==> config.mk <==
export PLATFORM = sky130hd
export DESIGN_NAME = race_input_ctrl
export DESIGN_NICKNAME = d
export VERILOG_FILES = /design/src/rtl/race_input_ctrl.sv
export SDC_FILE = /design/constraint.sdc
export NUM_CORES = 1
export LEC_CHECK = 0
export ABC_AREA = 1
export CAP_MARGIN = 20
export CORE_MARGIN = 2
export CORE_UTILIZATION = 45
export DETAILED_ROUTE_END_ITERATION = 6
export DONT_BUFFER_PORTS = 1
export PLACE_DENSITY = 0.68
export SETUP_SLACK_MARGIN = 0.5
export SLEW_MARGIN = 20
export SYNTH_ARGS = -nofsm -noshare
export SYNTH_HDL_FRONTEND = slang
export SYNTH_SLANG_ARGS = --single-unit
==> constraint.sdc <==
create_clock -name clk -period 2.8 [get_ports clk]
set_clock_uncertainty 0.2 [all_clocks]
set_input_delay 0.84 -clock clk [delete_from_list [all_inputs] [get_ports clk]]
set_output_delay 0.84 -clock clk [all_outputs]
set_load 0.05 [all_outputs]
==> src/rtl/race_input_ctrl.sv <==
// race_input_ctrl: player key path, BCD score keeping and race arbitration for the pyonpyon race.
// Optional wrong-key lockout is built when RACE_INPUT_CTRL_PENALTY_EN is defined.
module race_input_ctrl #(
  parameter int NUM_BOXES      = 32,
  parameter int SYNC_STAGES    = 2,
  parameter int PENALTY_CYCLES = 25_000_000
) (
  input  logic       clk,
  input  logic       reset,
  input  logic       enable,
  input  logic       key_left,
  input  logic       key_right,
  input  logic       box,
  input  logic       pc_ended,
  output logic       load_n,
  output logic       shift,
  output logic [3:0] score_one,
  output logic [3:0] score_two,
  output logic [1:0] winner,
  output logic       locked
);

  typedef enum logic [1:0] {IDLE = 2'd0, RUN = 2'd1, P_WIN = 2'd2, PC_WIN = 2'd3} state_t;

  localparam logic [3:0] INIT_ONE = 4'(NUM_BOXES % 10);
  localparam logic [3:0] INIT_TWO = 4'(NUM_BOXES / 10);

  state_t                 state_q, state_d;
  logic [SYNC_STAGES-1:0] sync_l_q, sync_l_d, sync_r_q, sync_r_d;
  logic                   prev_l_q, prev_l_d, prev_r_q, prev_r_d;
  logic                   edge_l_q, edge_l_d, edge_r_q, edge_r_d;
  logic                   load_n_q, load_n_d, shift_q, shift_d;
  logic [3:0]             one_q, one_d, two_q, two_d;
  logic [1:0]             winner_q, winner_d;
  logic                   hit, locked_now;

`ifdef RACE_INPUT_CTRL_PENALTY_EN
  localparam int CNT_W = (PENALTY_CYCLES > 1) ? $clog2(PENALTY_CYCLES) : 1;
  localparam logic [CNT_W-1:0] CNT_LOAD = CNT_W'(PENALTY_CYCLES - 1);
  logic [CNT_W-1:0] cnt_q, cnt_d;
  logic             locked_q, locked_d, miss;
  assign locked_now = locked_q;
  assign locked     = locked_q;
`else
  assign locked_now = 1'b0;
  assign locked     = 1'b0;
`endif

  assign load_n    = load_n_q;
  assign shift     = shift_q;
  assign score_one = one_q;
  assign score_two = two_q;
  assign winner    = winner_q;

  // Synchronise the raw keys and register a one-cycle rising-edge pulse per key.
  always_comb begin
    sync_l_d = {sync_l_q[SYNC_STAGES-2:0], key_left};
    sync_r_d = {sync_r_q[SYNC_STAGES-2:0], key_right};
    prev_l_d = sync_l_q[SYNC_STAGES-1];
    prev_r_d = sync_r_q[SYNC_STAGES-1];
    edge_l_d = sync_l_q[SYNC_STAGES-1] & ~prev_l_q;
    edge_r_d = sync_r_q[SYNC_STAGES-1] & ~prev_r_q;
  end

  always_comb begin
    state_d  = state_q;
    load_n_d = load_n_q;
    shift_d  = 1'b0;
    one_d    = one_q;
    two_d    = two_q;
    winner_d = winner_q;
    hit      = 1'b0;
`ifdef RACE_INPUT_CTRL_PENALTY_EN
    cnt_d    = cnt_q;
    locked_d = locked_q;
    miss     = 1'b0;
`endif
    case (state_q)
      IDLE: begin
        load_n_d = 1'b0;
        one_d    = INIT_ONE;
        two_d    = INIT_TWO;
        winner_d = 2'b00;
        if (enable) begin
          state_d  = RUN;
          load_n_d = 1'b1;
        end else begin
          state_d  = IDLE;
        end
      end
      RUN: begin
        if (enable) begin
          // box is only valid once the previous shift has settled, so edges during shift are dropped
          hit = ~shift_q & ~locked_now &
                ((edge_l_q & ~edge_r_q & ~box) | (edge_r_q & ~edge_l_q & box));
`ifdef RACE_INPUT_CTRL_PENALTY_EN
          miss = ~shift_q & ~locked_q & (edge_l_q | edge_r_q) & ~hit;
          if (miss) begin
            locked_d = 1'b1;
            cnt_d    = CNT_LOAD;
          end else if (locked_q) begin
            if (cnt_q == '0) begin
              locked_d = 1'b0;
            end else begin
              cnt_d = cnt_q - CNT_W'(1);
            end
          end else begin
            locked_d = 1'b0;
          end
`endif
          if (hit) begin
            shift_d = 1'b1;
            if (one_q != 4'd0) begin
              one_d = one_q - 4'd1;
            end else if (two_q != 4'd0) begin
              one_d = 4'd9;
              two_d = two_q - 4'd1;
            end else begin
              one_d = one_q;
            end
          end else begin
            shift_d = 1'b0;
          end
          // A final correct press beats a simultaneous pc_ended
          if (hit && one_q == 4'd1 && two_q == 4'd0) begin
            state_d  = P_WIN;
            winner_d = 2'b01;
          end else if (pc_ended) begin
            state_d  = PC_WIN;
            winner_d = 2'b10;
          end else begin
            state_d  = RUN;
          end
        end else begin
          state_d = RUN;
        end
      end
      P_WIN, PC_WIN: begin
        state_d = state_q;
`ifdef RACE_INPUT_CTRL_PENALTY_EN
        locked_d = 1'b0;
`endif
      end
      default: begin
        state_d = IDLE;
      end
    endcase
  end

  // State, key path and output registers with synchronous reset.
  always_ff @(posedge clk) begin
    if (reset) begin
      state_q  <= IDLE;
      sync_l_q <= '0;
      sync_r_q <= '0;
      prev_l_q <= 1'b0;
      prev_r_q <= 1'b0;
      edge_l_q <= 1'b0;
      edge_r_q <= 1'b0;
      load_n_q <= 1'b0;
      shift_q  <= 1'b0;
      one_q    <= INIT_ONE;
      two_q    <= INIT_TWO;
      winner_q <= 2'b00;
`ifdef RACE_INPUT_CTRL_PENALTY_EN
      cnt_q    <= '0;
      locked_q <= 1'b0;
`endif
    end else begin
      state_q  <= state_d;
      sync_l_q <= sync_l_d;
      sync_r_q <= sync_r_d;
      prev_l_q <= prev_l_d;
      prev_r_q <= prev_r_d;
      edge_l_q <= edge_l_d;
      edge_r_q <= edge_r_d;
      load_n_q <= load_n_d;
      shift_q  <= shift_d;
      one_q    <= one_d;
      two_q    <= two_d;
      winner_q <= winner_d;
`ifdef RACE_INPUT_CTRL_PENALTY_EN
      cnt_q    <= cnt_d;
      locked_q <= locked_d;
`endif
    end
  end

endmodule

# [After elaboration in Yosys (flattened, before gate mapping)]
# Index checks and enable logic that the tools add are counted.
[classes] n_reduce_logical=12 bitwise=16 addsub=2 n_eq_ne=10 n_mux=21
[ops] cell="$mux 4" count=8
[ops] cell="$pmux 4 s2" count=2
[ops] cell="$mux 2" count=6
[ops] cell="$ne 2x2->1 const B" count=4
[ops] cell="$not 1->1" count=8
[ops] cell="$pmux 2 s2" count=2
[ops] cell="$reduce_bool 4->1" count=2
[ops] cell="$sub 4x1->4 const B" count=2
[ops] cell="$and 1x1->1" count=7
[ops] cell="$ne 3x3->1 const B" count=2
[ops] cell="$reduce_and 5->1" count=1
[ops] cell="$eq 2x2->1 const B" count=2
[ops] cell="$eq 4x1->1 const B" count=1
[ops] cell="$logic_not 4->1" count=1
[ops] cell="$reduce_and 4->1" count=1
[ops] cell="$mux 1" count=3
[ops] cell="$reduce_and 3->1" count=1
[ops] cell="$reduce_or 3->1" count=1
[ops] cell="$eq 2x1->1 const B" count=1
[ops] cell="$logic_and 1x1->1" count=2
[ops] cell="$logic_not 2->1" count=1
[ops] cell="$reduce_bool 2->1" count=1
[ops] cell="$reduce_or 2->1" count=1
[ops] cell="$or 1x1->1" count=1
[word_totals] elab_cells=73 inputBits=7 register_bits=22

# [Depth between registers and ports, before layout]
[depth] ltp_word=10 ltp_mapped=9

# [Worst setup path before layout]
# No wires, ideal clock.
[synth_timing] path_kind="register to register" start="register two_q[0], in the netlist score_two[0]" end="register two_q[1], in the netlist score_two[1]" setup_ps=120 setup_slack_ps=907 arrival_ps=1573 synth_period_minus_slack_ps=1893 stages_incl_launch_ff=9 path_buffers=0 path_cell_list="dfxtp_1 inv_1 ha_1 nand2_2 a21oi_4 nor2_4 nand3_4 a21oi_1 o21ai_1"
[synth_via] elab_chain_len=6 word_cells_on_any_way=9
[synth_lines] element="from (decl)" line_no="33" text="logic [3:0] one_q, one_d, two_q, two_d;"
[synth_lines] element="from (signal assigned)" line_no="180" text="two_q <= two_d;"
[synth_lines] element="$sub 4x1->4" line_no="117" text="two_d = two_q - 4'd1;"
[synth_lines] element="$mux 4" line_no="115" text="end else if (two_q != 4'd0) begin"
[synth_lines] element="$mux 4" line_no="113" text="if (one_q != 4'd0) begin"
[synth_lines] element="$mux 4" line_no="111" text="if (hit) begin"
[synth_lines] element="$mux 4" line_no="92" text="if (enable) begin"
[synth_lines] element="$pmux 4 s2" line_no="78" text="case (state_q)"
# Several ways; a longest one is shown, not always the timed one. The select of a mux whose other input is x is not followed.
# A chain may end at the register's enable or synchronous reset.

# [Final worst setup path]
[layout_timing] start="register one_q[0], in the netlist score_one[0]" end="output port score_one[0]"
[layout_rtl] element="from (decl)" line_no="33"
[layout_rtl] element="from (signal assigned)" line_no="179" text="one_q <= one_d;"
[layout_rtl] element="to (decl)" line_no="17" text="output logic [3:0] score_one,"
# No word-level cell between the ends.

==> results.ini <==
[run_status]
status = finished, final reports clean

[floorplanning]
ios = 20
die_x_um = 53.04
die_h_um = 53.04
die_area_um2 = 2813
initial_core_util = 0.4846
num_rows = 17
core_um2 = 2233

[timing]
worst_pin_slew_ns = 0.6466
slew_headroom = 0.5683
setup_ws_ns = 0.6966
final-setup-viol-count = 0
slew_viol_final = 0
final.period_utilization = 0.7512
rsz0062_at_grt = false
setup_tns_ns = 0
finalHoldViolations = 0
period_needed_ns = 2.103
fmax_mhz = 475.4

[drt]
via_per_inst = 4.994
remaining_drc_errors = 0
first_pass_iters = 4
ant_nets = 0
post_drt_wl_per_cell_um = 11.65
drtIter0Drc = 5
drt-total-wl_um = 1910
vias = 819

[placement]
globalplace.congestion = 0.7742
numPortBuffers = 0
place_area_um2 = 1095
place_ws_ns = 0.8248
dp_hpwl_um = 1388

[clock_network]
ctsHoldBuffers = 0
cts_resized = 0
cts_sinks = 22
worstSkewPairLatency_ns = 0.31
postCtsSetupBuffers = 0
cts_buffers = 3
cts_max_level = 1
cts_buffer_depth = 2
cts-root-buf = clkbuf_4
cts_tree = built
clk_pin_slew_ns = 0.13

[setup_path]
r2r_start = score_two[1]
r2r_setup_slack_ns = 0.80
r2r-end = score_two[1]
crit_type = reg -> out
cp-endpoint = score_one[0]
cp.depth = 0
cp.required_ns = 1.76
cp.arrival_ns = 1.06
start_kind = flip-flop
critPathLaunch = score_one[0]
cp-end-kind = output pin
crit_fanout = 5
r2r.worst_path.cells = 8

[grt]
grt_max_degree = 22
grt_first_pass_wirelength_um = 3187
grt_usage = 0.1536
grt_pass1_vias = 778
gr-total-overflow = 0
antenna_found_initial = 0

[finish]
n_antenna_cell = 0
nets = 145
layout-drive-gt1-share = 0.2132
synthToLayoutAreaGrowth_pct = 6.012
final_area_um2 = 1147

[synthesis]
yosysTopAreaCell = dfxtp_1
ys_types = 29
ys_top_cells_by_count = dfxtp_1, nor2_1, inv_1, nand2_1, a21oi_1
synth_ff_type = dfxtp_1
netlist.area_leader.share = 0.4069
syn_area_per_cell_um2 = 8.017
yosys-top-cells-area = dfxtp_1, nor2_1, inv_1, nand2_1, a21oi_1
syn-cell-area_um2 = 1082
syn_nets = 143
yosysMostFrequentCell = dfxtp_1
synth.ff_latch_count = 22
seq_area_frac_synth = 0.4069
ys_warn_count = 0
synth_edf_count = 0
async_reset_ff_frac = 0
synth_cells = 135

[power]
peakVddDrop_uv = 463.3
power.density_nw_per_um2 = 643.4
power.leakage_nw = 0.4756

[flow_run]
drv_cap = 0

[hold_path]
hold_class = reg -> reg

==> where the power goes <==
group	total [W]	leakage [nW]	switching (W)	internal, W
clock	0.000244	0.0279	0.0000993	0.000145
sequential	0.000375	0.180	0.0000453	0.000330
combinational	0.000119	0.267	0.0000779	0.0000412
==> kinds of logic after synthesis <==
kind of cell	Yosys count	share of synthesized area
compound gates	19	0.1145
xor+xnor	3	0.02428
fa+ha+maj	1	0.01156
buf+inv	26	0.1063
flops	22	0.4069
other cells	1	0.003465
simple gates	63	0.3329
==> through the flow <==
stage                     utilization  hold slack [ns]  total power (W)  instances
after CTS                      0.5137           0.2060        0.0007485        164
after detailed placement       0.4902           0.1821        0.0005014        160
after floorplan                     -           0.1728        0.0004892        135
after global placement         0.4902           0.1780        0.0004969        160
final                          0.5137           0.1929        0.0007382        164
after global routing           0.5137           0.2192        0.0007796        164
==> worst min-delay path by stage <==
stage          startpoint        to  slack (ns)  cells after the start
3_3_place_gp     prev_l_q  edge_l_q        0.18                      1
6_report         prev_l_q  edge_l_q        0.19                      1
3_5_place_dp     prev_l_q  edge_l_q        0.18                      1
5_1_grt          prev_r_q  edge_r_q        0.22                      1
4_1_cts          prev_r_q  edge_r_q        0.21                      1
2_1_floorplan    prev_l_q  edge_l_q        0.17                      1
==> registers in the layout, summed over array words and instances, names as in the netlist <==
signal / cells
sync_l_q: 2
prev_l_q: 1
state_q: 2
prev_r_q: 1
load_n: 1
winner: 2
edge_l_q: 1
score_one: 4
score_two: 4
shift: 1
sync_r_q: 2
edge_r_q: 1
==> area by class of cell <==
type                            instances  area, µm²
Clock buffer                            3      22.52
Clock inverter                          1      30.03
Fill cell                             221       1086
Inverter                               22      85.08
Multi-Input combinational cell         87      526.8
Sequential cell                        22      440.4
Tap cell                               28      35.03
Timing Repair Buffer                    1      7.507
==> per-layer routing <==
metal / part of all wire / track usage
met5: 0 / 0
met4: 0.0073 / 0.02564
met3: 0.048 / 0.06497
met2: 0.47 / 0.2750
met1: 0.47 / 0.1698
==> layout by cell type, fill, tap and decap left out, types with 5 or more instances in the layout <==
cell type / count
nand3_1: 5
a21oi_1: 8
inv_1: 17
nor2_1: 19
nand2_1: 13
dfxtp_1: 22
nand4_1: 5
Power figures use the tool's default switching activity.
